[src/rtl/grid_sweep_controller.sv]
// Raster sweep sequencer: per-cell view -> settle -> write handshake, run/pause gating, overrun detection.
// Optional macro SWEEP_SINGLE_STEP_EN adds STEP_KEY_N for one-sweep stepping while paused.
module grid_sweep_controller #(
    parameter int X_bits = 8,
    parameter int Y_bits = 8,
    parameter int X_MAX  = 160,
    parameter int Y_MAX  = 120
) (
    input  logic              newLocClock,
    input  logic              RESET_SIM_N,
    input  logic              RUN,
    input  logic              game_clk,
    input  logic              KEY_PAUSE,
`ifdef SWEEP_SINGLE_STEP_EN
    input  logic              STEP_KEY_N,
`endif
    input  logic              view_ack,
    output logic [X_bits-1:0] writeLoc_x,
    output logic [Y_bits-1:0] writeLoc_y,
    output logic              view_req,
    output logic              write_flag,
    output logic              hold_locs,
    output logic              sweep_busy,
    output logic              sweep_done,
    output logic              paused,
    output logic              overrun
);

    typedef enum logic [2:0] {
        S_IDLE,
        S_LOAD,
        S_SETTLE,
        S_WRITE,
        S_ADVANCE
    } state_t;

    localparam logic [X_bits-1:0] X_LAST = X_bits'(X_MAX - 1);
    localparam logic [Y_bits-1:0] Y_LAST = Y_bits'(Y_MAX - 1);

    state_t            state, state_next;
    logic [X_bits-1:0] x_next;
    logic [Y_bits-1:0] y_next;

    // [0],[1] synchroniser stages, [2] edge-detect history
    logic [2:0] gclk_sh;
    logic [2:0] key_sh;
    logic       tick;
    logic       press;
    logic       start;

    always_ff @(posedge newLocClock or negedge RESET_SIM_N) begin
        if (!RESET_SIM_N) begin
            gclk_sh <= '0;
            key_sh  <= '1;
        end else begin
            gclk_sh <= {gclk_sh[1:0], game_clk};
            key_sh  <= {key_sh[1:0], KEY_PAUSE};
        end
    end

    assign tick  = gclk_sh[1] & ~gclk_sh[2];
    assign press = ~key_sh[1] & key_sh[2];

`ifdef SWEEP_SINGLE_STEP_EN
    logic [2:0] step_sh;
    logic       step;

    always_ff @(posedge newLocClock or negedge RESET_SIM_N) begin
        if (!RESET_SIM_N) begin
            step_sh <= '1;
        end else begin
            step_sh <= {step_sh[1:0], STEP_KEY_N};
        end
    end

    assign step  = ~step_sh[1] & step_sh[2];
    assign start = RUN & ((tick & ~paused) | (step & paused));
`else
    assign start = RUN & tick & ~paused;
`endif

    always_ff @(posedge newLocClock or negedge RESET_SIM_N) begin
        if (!RESET_SIM_N) begin
            state      <= S_IDLE;
            writeLoc_x <= '0;
            writeLoc_y <= '0;
            paused     <= 1'b0;
            overrun    <= 1'b0;
        end else begin
            state      <= state_next;
            writeLoc_x <= x_next;
            writeLoc_y <= y_next;
            if (press) begin
                paused <= ~paused;
            end
            if (tick && state != S_IDLE) begin
                overrun <= 1'b1;
            end
        end
    end

    always_comb begin
        state_next = state;
        x_next     = writeLoc_x;
        y_next     = writeLoc_y;
        view_req   = 1'b0;
        write_flag = 1'b0;
        hold_locs  = 1'b1;
        sweep_busy = 1'b0;
        sweep_done = 1'b0;
        case (state)
            S_IDLE: begin
                if (start) begin
                    state_next = S_LOAD;
                    x_next     = '0;
                    y_next     = '0;
                end
            end
            S_LOAD: begin
                sweep_busy = 1'b1;
                view_req   = 1'b1;
                if (view_ack) begin
                    state_next = S_SETTLE;
                end
            end
            S_SETTLE: begin
                sweep_busy = 1'b1;
                state_next = S_WRITE;
            end
            S_WRITE: begin
                sweep_busy = 1'b1;
                write_flag = 1'b1;
                state_next = S_ADVANCE;
            end
            S_ADVANCE: begin
                sweep_busy = 1'b1;
                hold_locs  = 1'b0;
                state_next = S_LOAD;
                if (writeLoc_x != X_LAST) begin
                    x_next = writeLoc_x + X_bits'(1);
                end else if (writeLoc_y != Y_LAST) begin
                    x_next = '0;
                    y_next = writeLoc_y + Y_bits'(1);
                end else begin
                    x_next     = '0;
                    y_next     = '0;
                    sweep_done = 1'b1;
                    state_next = S_IDLE;
                end
            end
            default: begin
                state_next = S_IDLE;
            end
        endcase
        // RUN low aborts any sweep; this overrides the last-cell completion pulse too
        if (state != S_IDLE && !RUN) begin
            state_next = S_IDLE;
            x_next     = '0;
            y_next     = '0;
            sweep_done = 1'b0;
        end
    end

endmodule

[config.mk]
export PLATFORM = sky130hd
export DESIGN_NAME = grid_sweep_controller
export DESIGN_NICKNAME = d
export VERILOG_FILES = /design/src/rtl/grid_sweep_controller.sv
export SDC_FILE = /design/constraint.sdc
export NUM_CORES = 1
export LEC_CHECK = 0
export ABC_AREA = 1
export CAP_MARGIN = 10
export CORE_MARGIN = 2
export CORE_UTILIZATION = 25
export DETAILED_ROUTE_END_ITERATION = 10
export GPL_ROUTABILITY_DRIVEN = 0
export PLACE_DENSITY_LB_ADDON = 0.12
export SLEW_MARGIN = 30
export SYNTH_ARGS = -nofsm -noshare
export SYNTH_HDL_FRONTEND = slang
export SYNTH_SLANG_ARGS = --single-unit
[constraint.sdc]
create_clock -name newLocClock -period 1.9 [get_ports newLocClock]
set_clock_uncertainty 0.1 [all_clocks]
set_input_delay 0.285 -clock newLocClock [delete_from_list [all_inputs] [get_ports newLocClock]]
set_output_delay 0.285 -clock newLocClock [all_outputs]
set_load 0.05 [all_outputs]
==> results.tsv, run 1 <==
stage	metric	value	unit
finish	layout-drive-gt1-share	0.410	
floorplan	io_pins	29	
power	ir_drop	485	uV
clock_tree	cts.path.max_buffers	2	
synthesis	synth_warnings	0	
timing	fmax	536	MHz
grt	grt_pass1_wl	7090	um
grt	grt.total_usage	0.125	
floorplan	die_h	83.9	um
synthesis	ys_types	26	
synthesis	synth_area_leaders	dfrtp_1, nand2_1, inv_1, nand3_1, dfstp_2	
synthesis	synth_top_cell_area_share	0.377	
synthesis	syn_avg_cell_area	7.89	sq um
synthesis	synth.largest_area_cell	dfrtp_1	
route	via_per_inst	4.34	
synthesis	ys_ff_latch	27	
grt	grt_max_degree	28	
critical_path	critPathRequiredTime	1.51	ns
power	swShare	0.452	
finish	syn_to_final_growth	46.5	%
route	first_pass_iters	4	
timing	min_period	1.87	ns
route	drtIter0Drc	35	
grt	antenna_found_initial	0	
synthesis	synth_ff_type	dfrtp_1	
timing	whs	0.263	ns
timing	setup_viol	0	
power	total_power	2.25	mW
timing	max_slew.worst_pin.slew	0.493	ns
grt	gr-total-overflow	0	
job	maxCapViolCount	0	
synthesis	synth_simple_gate_area_frac	0.366	
route	wirelength	4200	um
floorplan	core-area	6240	sq um
placement	dpl.cell_count	324	
floorplan	die_w	83.9	um
critical_path	critical_path_class	reg2out	
outcome	status	finished, final reports clean	
clock_tree	h-tree-depth	1	
synthesis	netlist_area	1590	sq um
floorplan	floorplan.initialDensity	0.255	
min_path	hold_path.class	reg2reg	
power	power_density	962	nW/um^2
finish	fill_cells	676	
placement	io_buffers	28	
critical_path	crit_fanout	5	
placement	place_hpwl	2990	um
timing	slew_viol_final	0	
finish	finalNonFillerCells	343	
power	seq_power_share	0.302	
power	p_clk_frac	0.153	
power	power.switching	1.02	mW
timing	hold_viol	0	
route	drc	0	
synthesis	async_flop_share	1.00	
route	ant_nets	0	
finish	nets	275	
synthesis	synth_xor_xnor_area_share	0.0110	
clock_tree	cts_made_buffers	3	
synthesis	synth_edf_count	0	
clock_tree	root_buffer	clkbuf_8	
synthesis	synth_nets	210	
clock_tree	cts_num_sinks	27	
synthesis	synthMuxAreaShare	0	
timing	finalSetupTns	0	ns
timing	slew_headroom	0.670	
power	leakage	1.16	nW
power	combPwrFrac	0.546	
synthesis	synth_top_family_by_area	simple AND/OR/NAND/NOR gates	
clock_tree	cts_tree	done	
synthesis	synth_common_cells	nand2_1, inv_1, dfrtp_1	
clock_tree	clock_latency	0.27	ns
route	routedWlPerCell	12.2	um
critical_path	arrival	1.48	ns
synthesis	synth_fa_ha_area_frac	0.0157	
clock_tree	clkTransAtPathRegs	0.10	ns
synthesis	syn_inst	202	
floorplan	rows	29	
route	vias	1490	
finish	diodes	0	
timing	period_share	0.982	
critical_path	cp-end-kind	output port	
critical_path	worst_setup_path_start_kind	flop	
clock_tree	hold_buffers	0	
power	intPower	1.23	mW
floorplan	dieArea	7030	sq um
timing	rsz0062_at_grt	yes	
grt	grt_pass1_vias	1527	
synthesis	synth-seq-area-share	0.426	
synthesis	synth.most_common_cell	nand2_1	
synthesis	synth_compound_area_frac	0.0808	
area by class of cell:
cell class	instances	area, sq um	share of cell area
repair buffers	62	533	0.228
clock inverters	1	5.00	0.00214
flip-flops and latches	27	683	0.293
multi-input cells	137	838	0.359
clock buffers	3	41.3	0.0177
inverters	36	138	0.0589
well taps	77	96.3	0.0413
sequential cells by signal (all words and copies together) (netlist names):
signal	count
gclk_sh	3
key_sh	3
overrun	1
paused	1
state	3
writeLoc_x	8
writeLoc_y	8
per-layer routing:
metal	wire length [um]	share of wire	global-route usage
met3	115	0.027	0.0277
met2	2070	0.49	0.214
met5	0	0	0
met1	1960	0.47	0.160
met4	52	0.012	0.0323
final timing paths:
check	startpoint	to	slack [ns]	cells past startpoint
hold reg to reg	key_sh[0]$_DFF_PN1_	key_sh[1]$_DFF_PN1_	0.26	0
min in group asynchronous	RESET_SIM_N	gclk_sh[0]$_DFF_PN0_	0.28	2
max in group asynchronous	RESET_SIM_N	key_sh[0]$_DFF_PN1_	1.11	2
setup reg to reg	writeLoc_x[1]$_DFFE_PN0P_	writeLoc_x[1]$_DFFE_PN0P_	0.05	12
setup / recovery	state[0]$_DFFE_PN0P_	sweep_done	0.03	6
hold / removal	key_sh[0]$_DFF_PN1_	key_sh[1]$_DFF_PN1_	0.26	0
kinds of logic after synthesis:
kind of cell | after synthesis
simple gates | 113
buf+inv | 38
flops | 27
compound gates | 20
xor+xnor | 2
fa+ha+maj | 2
stage by stage:
stage	setup WS (ns)	util	area [sq um]
3_3_place_gp	0.0475	0.336	2100
4_1_cts	-0.0471	0.360	2250
6_report	0.0340	0.374	2330
2_1_floorplan	-0.355	-	1610
5_1_grt	-0.0862	0.374	2330
3_5_place_dp	0.0659	0.336	2100
power by group through the flow:
| stage | Sequential (mW) | Clock, mW | Combinational (mW) |
|---|---|---|---|
| finish | 0.678 | 0.343 | 1.23 |
| global route | 0.687 | 0.388 | 1.32 |
| CTS | 0.672 | 0.371 | 1.15 |
| detailed placement | 0.682 | 0 | 1.14 |
| global placement | 0.683 | 0 | 1.15 |
| floorplan | 0.736 | 0 | 0.752 |
critical path, cell delays in order (launching register included):
cell     delay, ns
dfrtp_2       0.45
nor2_4        0.16
nand2_4       0.11
nor2_8        0.13
inv_1         0.08
nor2_4        0.12
buf_12        0.14
cells in the final DEF, fill, tap and decap left out, drive strengths merged:
cell	instances
dfstp	3
nor2	23
clkdlybuf4s50	7
clkinv	1
a22o	1
clkbuf	3
nand4	11
nor3	3
ha	2
nand3	17
nand3b	1
xor2	2
o21bai	1
o21ai	16
inv	36
buf	55
dfrtp	24
nand2	57
or2	1
a21oi	2
what timing repair did:
action / CTS / global route
setup endpoints to repair: 1 / 9
setup buffers: 9 / 6
resized for setup: 11 / 10
pin swaps: 5 / 6
Note: power is estimated with default switching activity, not from simulation.
==> inputs of run 2 (changes only) <==
- CTS_BUF_LIST: not set -> sky130_fd_sc_hd__clkbuf_16
- MAX_ROUTING_LAYER: not set -> met4
==> results.tsv, run 2 (synthesis gave the netlist of run 1 again) <==
stage	metric	value	unit	change
outcome	status	finished, final reports clean		
grt	grt.total_usage	0.129		+0.00353
finish	final_common_cell	buf_4		
finish	finalNonFillerCells	344		+0.29%
finish	diodes	0		unchanged
route	vias	1513		+1.5%
timing	slew_headroom	0.670		unchanged
critical_path	crit_fanout	5		unchanged
grt	gr-total-overflow	0		unchanged
finish	nets	276		+0.36%
clock_tree	root_buffer	clkbuf_16		
power	power_density	1010	nW/um^2	+4.7%
floorplan	die_w	83.9	um	unchanged
power	leakage	1.18	nW	+1.7%
timing	hold_viol	0		unchanged
finish	syn_to_final_growth	49.1	%	
finish	layout-drive-gt1-share	0.416		+0.00596
timing	setup_viol	0		unchanged
timing	whs	0.258	ns	-0.00434 ns
floorplan	rows	29		unchanged
route	drc	0		unchanged
min_path	hold_start	key_sh[0]$_DFF_PN1_		
placement	place_area	2100	sq um	unchanged
timing	fmax	544	MHz	+1.5%
placement	io_buffers	28		unchanged
grt	antenna_found_initial	0		unchanged
critical_path	cp-end-kind	output port		
clock_tree	clkTransAtPathRegs	0.07	ns	-0.03 ns
route	via_per_inst	4.40		+1.2%
placement	pre_cts_slack	0.0659	ns	unchanged
finish	layout_common_cells	buf_4, nand2_1, inv_1		
finish	final_area	2380	sq um	+1.8%
timing	slew_viol_final	0		unchanged
job	maxCapViolCount	0		unchanged
clock_tree	cts.path.max_buffers	2		unchanged
grt	grt_pass1_wl	7110	um	+0.30%
critical_path	path_cells	nor2_4 -> nand2_4 -> nor2_8 -> inv_1 -> nor2_4 -> buf_12		
finish	reg_top3	writeLoc_x: 8 flops, writeLoc_y: 8 flops		
timing	setup_slack	0.0611	ns	+0.0271 ns
floorplan	floorplan.initialDensity	0.255		unchanged
timing	min_period	1.84	ns	-0.0271 ns
min_path	hold_path.class	reg2reg		
route	drtIter0Drc	60		+71%
clock_tree	cts_num_sinks	27		unchanged
timing	rsz0062_at_grt	yes		
grt	grt_pass1_vias	1529		+0.13%
route	wirelength	4220	um	+0.55%
floorplan	dieArea	7030	sq um	unchanged
critical_path	worst_setup_path_start_kind	flop		
critical_path	critical_path_class	reg2out		
critical_path	crit_path_start	state[0]$_DFFE_PN0P_		
timing	period_share	0.968		-0.0142
clock_tree	cts_made_buffers	3		unchanged
placement	place_hpwl	2990	um	unchanged
route	ant_nets	0		unchanged
floorplan	io_pins	29		unchanged
critical_path	critical_path.max_stage_delay	0.44	ns	about the same
floorplan	core-area	6240	sq um	unchanged
power	ir_drop	780	uV	+61%
timing	finalSetupTns	0	ns	unchanged
critical_path	critPathRequiredTime	1.51	ns	about the same
critical_path	rr_startpoint	writeLoc_x[0]$_DFFE_PN0P_		
critical_path	critPathSlowestCell	dfrtp_2		
timing	max_slew.worst_pin.slew	0.493	ns	-0.000000358 ns
clock_tree	h-tree-depth	1		unchanged
clock_tree	hold_buffers	0		unchanged
clock_tree	cts_tree	done		
finish	fill_cells	671		-0.74%
floorplan	die_h	83.9	um	unchanged
critical_path	arrival	1.45	ns	-0.03 ns
placement	dpl.cell_count	324		unchanged
critical_path	rr_worst_depth	13		+1
min_path	holdPathStages	0		unchanged
grt	grt_max_degree	28		unchanged
clock_tree	clock_latency	0.26	ns	about the same
route	first_pass_iters	5		+1
route	routedWlPerCell	12.3	um	+0.26%
critical_path	critPathMostFrequentCell	nor2_4		
run 2: cell count changes in the layout (fill, tap and decap cells not counted), sizes merged:
cell,delta
buf,+1
run 2: critical path: cells and delay by family, from the launching register on:
family | cells | cell delay (ns)
flops | 1 | 0.44
simple gates | 4 | 0.52
buf+inv | 2 | 0.22
run 2: path summary, 6_finish.rpt:
kind / to / slack, ns
worst max-delay path: sweep_done / 0.06
worst min-delay path: key_sh[1]$_DFF_PN1_ / 0.26
worst max register to register: writeLoc_y[6]$_DFFE_PN0P_ / 0.06
worst min register to register: key_sh[1]$_DFF_PN1_ / 0.26
max in group asynchronous: key_sh[0]$_DFF_PN1_ / 1.09
min in group asynchronous: gclk_sh[0]$_DFF_PN0_ / 0.30
run 2: power by group:
part,internal [mW],leakage (nW),total (mW),switching [mW]
clock,0.284,0.0409,0.486,0.202
sequential,0.628,0.346,0.679,0.0505
combinational,0.455,0.794,1.23,0.774
run 2: final cells by class:
class | instances | area (sq um) | share of cell area
Clock buffer | 3 | 75.1 | 0.0316
Clock inverter | 1 | 5.00 | 0.00211
Inverter | 36 | 138 | 0.0579
Multi-Input combinational cell | 137 | 838 | 0.353
Sequential cell | 27 | 683 | 0.288
Tap cell | 77 | 96.3 | 0.0405
Timing Repair Buffer | 63 | 541 | 0.227
run 2: metal layers:
layer / vias up / GRT usage / share of wire
li1: 772 / - / -
met1: 706 / 0.163 / 0.46
met2: 31 / 0.214 / 0.49
met3: 4 / 0.0267 / 0.032
met4: 0 / 0.0279 / 0.012
met5: - / - / 0
run 2: repair_timing:
action / 4_1_cts / 5_1_grt
buffers inserted: 10 / 6
pin swaps: 5 / 6
resized for setup: 10 / 12
setup endpoints to repair: 1 / 10
hold endpoints to repair: 0 / 0
run 2: metrics by stage:
stage	utilization	power, mW
floorplan	-	1.49
global placement	0.336	1.83
detailed placement	0.336	1.83
CTS	0.366	2.33
global route	0.381	2.55
finish	0.381	2.39
